`config.mk`:
```
export PLATFORM = sky130hd
export DESIGN_NAME = dm_dump_reader
export DESIGN_NICKNAME = d
export VERILOG_FILES = /design/src/rtl/dm_dump_pkg.sv /design/src/rtl/dm_dump_reader.sv
export SDC_FILE = /design/constraint.sdc
export NUM_CORES = 1
export LEC_CHECK = 0
export CORE_MARGIN = 10
export CORE_UTILIZATION = 43
export CTS_CLUSTER_DIAMETER = 80
export DETAILED_ROUTE_END_ITERATION = 16
export GPL_TIMING_DRIVEN = 0
export PLACE_DENSITY = 0.78
export SLEW_MARGIN = 20
export SYNTH_ARGS = -nofsm -noshare
export SYNTH_HDL_FRONTEND = slang
export SYNTH_SLANG_ARGS = --single-unit
```
`constraint.sdc`:
```
create_clock -name clk -period 2.75 [get_ports clk]
set_input_delay 0.4125 -clock clk [delete_from_list [all_inputs] [get_ports clk]]
set_output_delay 0.4125 -clock clk [all_outputs]
set_load 0.02 [all_outputs]
```
`src/rtl/dm_dump_pkg.sv`:
```
// Shared types and constants for the data-memory dump reader.
package dm_dump_pkg;

  typedef enum logic [2:0] {IDLE, REQ, CAP, OUT, FIN} dump_state_t;

  localparam int unsigned WORD_BYTES = 4;

endpackage

```
`src/rtl/dm_dump_reader.sv`:
```
// Reads a contiguous range of data-memory words and streams them out with
// their index over valid/ready, accumulating a 32-bit running checksum.
module dm_dump_reader
  import dm_dump_pkg::*;
#(
  parameter int unsigned ADDR_W = 32,
  parameter int unsigned CNT_W  = 16
) (
  input  logic              clk,
  input  logic              rst,
  input  logic              start,
  input  logic [ADDR_W-1:0] base_addr,
  input  logic [CNT_W-1:0]  word_count,
  output logic              DM_enable,
  output logic              DM_write,
  output logic [ADDR_W-1:0] DM_address,
  output logic [31:0]       DM_in,
  input  logic [31:0]       DM_out,
  output logic              dout_valid,
  input  logic              dout_ready,
  output logic [31:0]       dout_data,
  output logic [CNT_W-1:0]  dout_index,
  output logic              busy,
  output logic              done,
  output logic [31:0]       checksum
);

  dump_state_t       state_q, state_d;
  logic [ADDR_W-1:0] addr_q, addr_d;
  logic [CNT_W-1:0]  remaining_q, remaining_d;
  logic [CNT_W-1:0]  idx_q, idx_d;
  logic [31:0]       data_q, data_d;
  logic [31:0]       csum_q, csum_d;

  always_ff @(posedge clk) begin
    if (rst) begin
      state_q     <= IDLE;
      addr_q      <= '0;
      remaining_q <= '0;
      idx_q       <= '0;
      data_q      <= '0;
      csum_q      <= '0;
    end else begin
      state_q     <= state_d;
      addr_q      <= addr_d;
      remaining_q <= remaining_d;
      idx_q       <= idx_d;
      data_q      <= data_d;
      csum_q      <= csum_d;
    end
  end

  always_comb begin
    state_d     = state_q;
    addr_d      = addr_q;
    remaining_d = remaining_q;
    idx_d       = idx_q;
    data_d      = data_q;
    csum_d      = csum_q;
    case (state_q)
      IDLE: begin
        if (start) begin
          csum_d = '0;
          if (word_count != '0) begin
            // Word-align the start address; DM ignores the byte offset anyway.
            addr_d      = base_addr & ~ADDR_W'(WORD_BYTES - 1);
            remaining_d = word_count;
            idx_d       = '0;
            state_d     = REQ;
          end else begin
            state_d = FIN;
          end
        end
      end
      REQ: state_d = CAP;
      CAP: begin
        data_d  = DM_out;
        csum_d  = csum_q + DM_out;
        state_d = OUT;
      end
      OUT: begin
        if (dout_ready) begin
          idx_d       = idx_q + CNT_W'(1);
          addr_d      = addr_q + ADDR_W'(WORD_BYTES);
          remaining_d = remaining_q - CNT_W'(1);
          state_d     = (remaining_q > CNT_W'(1)) ? REQ : FIN;
        end
      end
      FIN:     state_d = IDLE;
      default: state_d = IDLE;
    endcase
  end

  // Every output comes from registered state; dout_ready only steers next-state.
  assign DM_enable  = (state_q == REQ);
  assign DM_write   = 1'b0;
  assign DM_address = addr_q;
  assign DM_in      = '0;
  assign dout_valid = (state_q == OUT);
  assign dout_data  = data_q;
  assign dout_index = idx_q;
  assign busy       = (state_q != IDLE);
  assign done       = (state_q == FIN);
  assign checksum   = csum_q;

endmodule
```
* Yosys cells after proc, flatten, opt, wreduce, memory -nomap -nowiden
Cells that the tools add are included.
Cells by class: mux-type cells 19, order comparisons 1, $add $sub $neg 4, equality and inequality tests 7, reductions and logical operators 8
Operators with widths (count):
- $mux W32 | 4
- $pmux W32 S2 | 2
- $mux W16 | 6
- $pmux W16 S2 | 2
- $add A32 B3 Y32 const B | 1
- $add A32 B32 Y32 | 1
- $add A16 B1 Y16 const B | 1
- $gt A16 B1 Y1 const B | 1
- $reduce_bool A16 Y1 | 1
- $sub A16 B1 Y16 const B | 1
- $mux W3 | 4
- $pmux W3 S4 | 1
- $eq A3 B2 Y1 const B | 2
- $ne A2 B2 Y1 const B | 2
- $reduce_and A2 Y1 | 2
- $reduce_and A4 Y1 | 1
- $reduce_bool A2 Y1 | 2
- $eq A3 B1 Y1 const B | 1
- $eq A3 B3 Y1 const B | 1
- $logic_not A3 Y1 | 1
- $reduce_bool A3 Y1 | 1
- $ne A2 B1 Y1 const B | 1
Storage, ports and cells: input bits 84, flip-flop bits (word level) 131, output and inout port bits 149, logic and storage cells 45

* Logic depth before layout (Yosys ltp)
Gate-level depths: netlist of the first run.
depth after elaboration 4, gate-level depth with buffers 13, mapped depth without buffers 13

* Worst setup path before layout of the first run
OpenSTA, ideal clock, no wires.
path type reg2reg, from reg csum_q[0], in the netlist checksum[0], to reg csum_q[28], in the netlist checksum[28], arrival time 2.714 ns, slack -0.033 ns, stages on the path, launching flop included 14, path buffers 0, library setup time 0.069 ns, cells stage by stage dfxtp_1 -> ha_1 -> inv_1 -> fa_1 -> nor2b_1 -> o2111ai_1 -> a31oi_1 -> a211oi_1 -> o21ai_1 -> a31oi_2 -> o21ai_1 -> a221oi_1 -> xor2_1 -> o21ai_1
On the way: word-level cells in the longest chain between the ends 2
Ends and longest elaborated chain:
- from (decl) | line dm_dump_reader.sv:33 | logic [31:0] csum_q, csum_d;
- from (signal assigned) | line dm_dump_reader.sv:49 | csum_q <= csum_d;
- $add A32 B32 Y32 | line dm_dump_reader.sv:78 | csum_d = csum_q + DM_out;
- $pmux W32 S2 | line dm_dump_reader.sv:60 | case (state_q)
Every way passes these cells. A chain may end at the register's enable or synchronous reset.

* Worst setup path after layout of the first run
from reg csum_q[1], in the netlist checksum[1], to reg csum_q[31], in the netlist checksum[31]
The elaborated chain is that of the path after synthesis.

==> flow_metrics.env, run 1 <==
export IMPL_run_status="finished with violations"
export IMPL_failed_checks="setup timing"
export IMPL_synth_edf_count=0
export IMPL_die_width_um=151.9
export IMPL_clk_transition_reported_paths_ns=0.06
export IMPL_synthCells=977
export IMPL_crit_path_start_kind="flop"
export IMPL_static_leakage_power_nw=4.318
export IMPL_ys_seq_area_frac=0.3453
export IMPL_avg_vias_per_cell=5.640
export IMPL_critical_path_reg2reg_endpoint="checksum[31]"
export IMPL_worst_hold_path_type="in -> reg"
export IMPL_rows=48
export IMPL_worst_ep_arrival_time_ns=3.08
export IMPL_synth_cell_types=66
export IMPL_diodes=0
export IMPL_maxSlewHeadroom=0.4098
export IMPL_critPathMaxFanout=3
export IMPL_critical_path_endpoint="checksum[31]"
export IMPL_nFillCells=1462
export IMPL_min_period_ns=2.779
export IMPL_stdcell_area_mm2=0.01100
export IMPL_synth_area_per_cell_um2=7.654
export IMPL_layout_drive_gt1_share=0.1261
export IMPL_timing_fmax_mhz=359.9
export IMPL_worstSkewPairLatency_ns=0.42
export IMPL_nets=1368
export IMPL_cts_root_buf="clkbuf_16"
export IMPL_maxCapViolCount=0
export IMPL_ys_top_cells_by_area="dfxtp_1, nand2_1, a21oi_1"
export IMPL_final_critical_path_setup_slack_ns=-0.02867
export IMPL_synth_cell_area_mm2=0.007478
export IMPL_netlist_top_cell_by_area="dfxtp_1"
export IMPL_design_portCount=233
export IMPL_cellPowerDensity_mw_per_mm2=616.6
export IMPL_ir_worst_vdd_mv=0.4412
export IMPL_r2r_start="checksum[1]"
export IMPL_timing_clock_skew_ns=0.009361
export IMPL_p_total_mw=6.782
export IMPL_grt_pass1_vias=8011
export IMPL_track_usage=0.2216
export IMPL_htreeDepth=4
export IMPL_ys_async_sr_fraction=0
export IMPL_largest_net_degree_at_the_start_of_global_routing=17
export IMPL_setup_viol_count_final=3
export IMPL_rsz0062_at_grt="true"
export IMPL_critPathLaunch="checksum[1]"
export IMPL_grt_overflow=0
export IMPL_final_hold_viol_count=0
export IMPL_timing_reg2reg_setup_slack_ns=-0.03
export IMPL_route_antenna_remaining_nets=0
export IMPL_core_area_mm2=0.01718
export IMPL_grt_pass1_wl_um=42680
export IMPL_synth_cells_most_frequent="nand2_1, dfxtp_1, a21oi_1"
export IMPL_number_of_buffers_added_by_the_clock_tree_synthesis_step=17
export IMPL_routedWlPerCell_um=18.67
export IMPL_layout_worst_path_cycle_share=1.010
export IMPL_setup_worst_path_class="reg -> reg"
export IMPL_dpl_cell_area_mm2=0.009841
export IMPL_synth_warning_count=0
export IMPL_tritoncts="built"
export IMPL_number_of_register_bits_inferred_by_synthesis=129
export IMPL_synth_flop_cell="dfxtp_1"
export IMPL_antenna_found_initial=1
export IMPL_most_frequently_used_cell_type_in_the_post_synthesis_netlist="nand2_1"
export IMPL_depth_of_the_most_critical_reg_to_reg_path=11
export IMPL_die_h_um=151.9
export IMPL_worst_slew_pin_slew_ns=0.8794
export IMPL_area_growth_synth_to_final_pct=47.06
export IMPL_synth_largest_type_area_fraction=0.3453
export IMPL_final_routed_wirelength_across_all_metal_layers_um=27740
export IMPL_fin_setup_tns_ns=-0.04668
export IMPL_drv_slew=0
export IMPL_cts_num_sinks=129
export IMPL_number_of_vias_after_detailed_routing=8381
export IMPL_fp_dieArea_mm2=0.02307
export IMPL_initial_utilization=0.4354
export IMPL_drt_drc_violations_left=0
export IMPL_detailedRoute_firstPassIterationCount=6
export IMPL_drt_first_iter_violations=766
export IMPL_cts_path_max_buffers=2
export IMPL_endpoint_kind="flop"
export IMPL_buffer_ports_inserted=195
export IMPL_hpwlAfterDp_um=19790
export IMPL_critical_path_required_ns=3.05
export IMPL_globalplace_congestion=0.9300
==> cell usage in the layout (no fill, tap or decap), types with 4 or more instances in the layout <==
cell             instances
dlygate4sd2_1            5
buf_4                   58
and3_1                   8
nor3b_1                  4
clkinv_2                 6
clkdlybuf4s50_1        187
clkbuf_2                 4
and2_1                   5
o22ai_1                  8
nor3_1                  19
a21oi_2                  7
a31oi_1                  5
buf_2                    7
nand4_1                 15
clkbuf_16               17
nor4_1                  10
o21ai_1                 17
nor2_1                 103
dfxtp_1                124
o21ai_2                  7
o21bai_1                 4
ha_4                    11
o21a_1                   8
nand3_1                 20
or3_1                    7
xnor2_1                 22
and4_1                   4
nand2_1                150
ha_1                    24
clkbuf_1                39
a21o_1                  15
conb_1                  35
a22oi_1                 18
a211oi_1                17
o21ai_0                 35
a21oi_1                105
o221ai_1                 8
inv_1                   10
xor2_1                  27
==> through the flow <==
stage / cells / util / hold WS [ns] / worst slack (ns)
after floorplan: 1011 / - / 0.4450 / 0.04307
after global placement: 1431 / 0.5729 / 0.4406 / -0.9670
after detailed placement: 1431 / 0.5729 / 0.4466 / -0.9846
after CTS: 1477 / 0.6223 / 0.3956 / 0.001118
after global routing: 1486 / 0.6403 / 0.3294 / -0.1342
final: 1486 / 0.6403 / 0.3205 / -0.02867
==> worst min path at each step <==
stage	cells after the start	slack (ns)	to	from
5_1_grt	3	0.33	dout_data[5]	DM_out[5]
6_report	3	0.32	dout_data[7]	DM_out[7]
3_3_place_gp	2	0.44	dout_data[13]	dout_data[13]
4_1_cts	3	0.40	dout_data[0]	DM_out[0]
2_1_floorplan	2	0.45	remaining_q[1]	remaining_q[1]
3_5_place_dp	2	0.45	dout_data[11]	dout_data[11]
==> worst max-delay path, cell delays in order, from the launching register on <==
cell      delay (ns)
dfxtp_4         0.36
ha_4            0.21
a211o_1         0.35
a211oi_4        0.37
nor3_4          0.09
o21ai_2         0.18
a2111o_1        0.27
and3_4          0.23
o31ai_4         0.05
a21oi_2         0.25
mux2i_1         0.21
o211ai_1        0.10
==> metal layers <==
metal | vias to the layer above | track usage | wire length, um
li1 | 3976 | - | -
met1 | 3849 | 0.2687 | 11080
met2 | 477 | 0.3621 | 12940
met3 | 77 | 0.06746 | 2856
met4 | 2 | 0.08024 | 854
met5 | - | 0 | 13
==> cell type report <==
| class | count | area (um2) | area share |
|---|---|---|---|
| timing repair buffer | 218 | 2127 | 0.1934 |
| inverter | 14 | 55.05 | 0.005006 |
| tap | 225 | 281.5 | 0.02560 |
| clock inverter | 11 | 113.9 | 0.01035 |
| clock buffer | 21 | 450.4 | 0.04096 |
| multi-input combinational | 782 | 4905 | 0.4460 |
| buffer | 86 | 471.7 | 0.04289 |
| sequential | 129 | 2594 | 0.2358 |
==> logic make-up after synthesis <==
group,share of synthesized area
simple gates,0.2185
compound gates,0.2470
flops,0.3453
buf+inv,0.06876
xor+xnor,0.05739
fa+ha+maj,0.06123
other cells,0.0005014
mux,0.001339
==> flip-flops by register name, indices dropped and copies added (netlist names) <==
signal,cells
DM_address,30
dout_data,32
remaining_q,16
state_q,3
checksum,32
dout_index,16
==> power by group <==
group	switching (mW)	internal [mW]
logic	1.35	0.953
registers	0.215	2.07
clock network	0.849	1.35
==> what timing repair did <==
item | CTS | global route
pin swaps | 26 | 31
setup buffers | 14 | 9
resized for setup | 42 | 50
hold buffers | 0 | 0
endpoints found under the setup margin | 51 | 46
(Power assumes the default switching activity.)
==> run 2, diff against run 1 <==
- CAP_MARGIN: unset -> 25
- TNS_END_PERCENT: unset -> 50
==> results of run 2 <==
Final layout, timing and power as in run 1 (identical DEF).
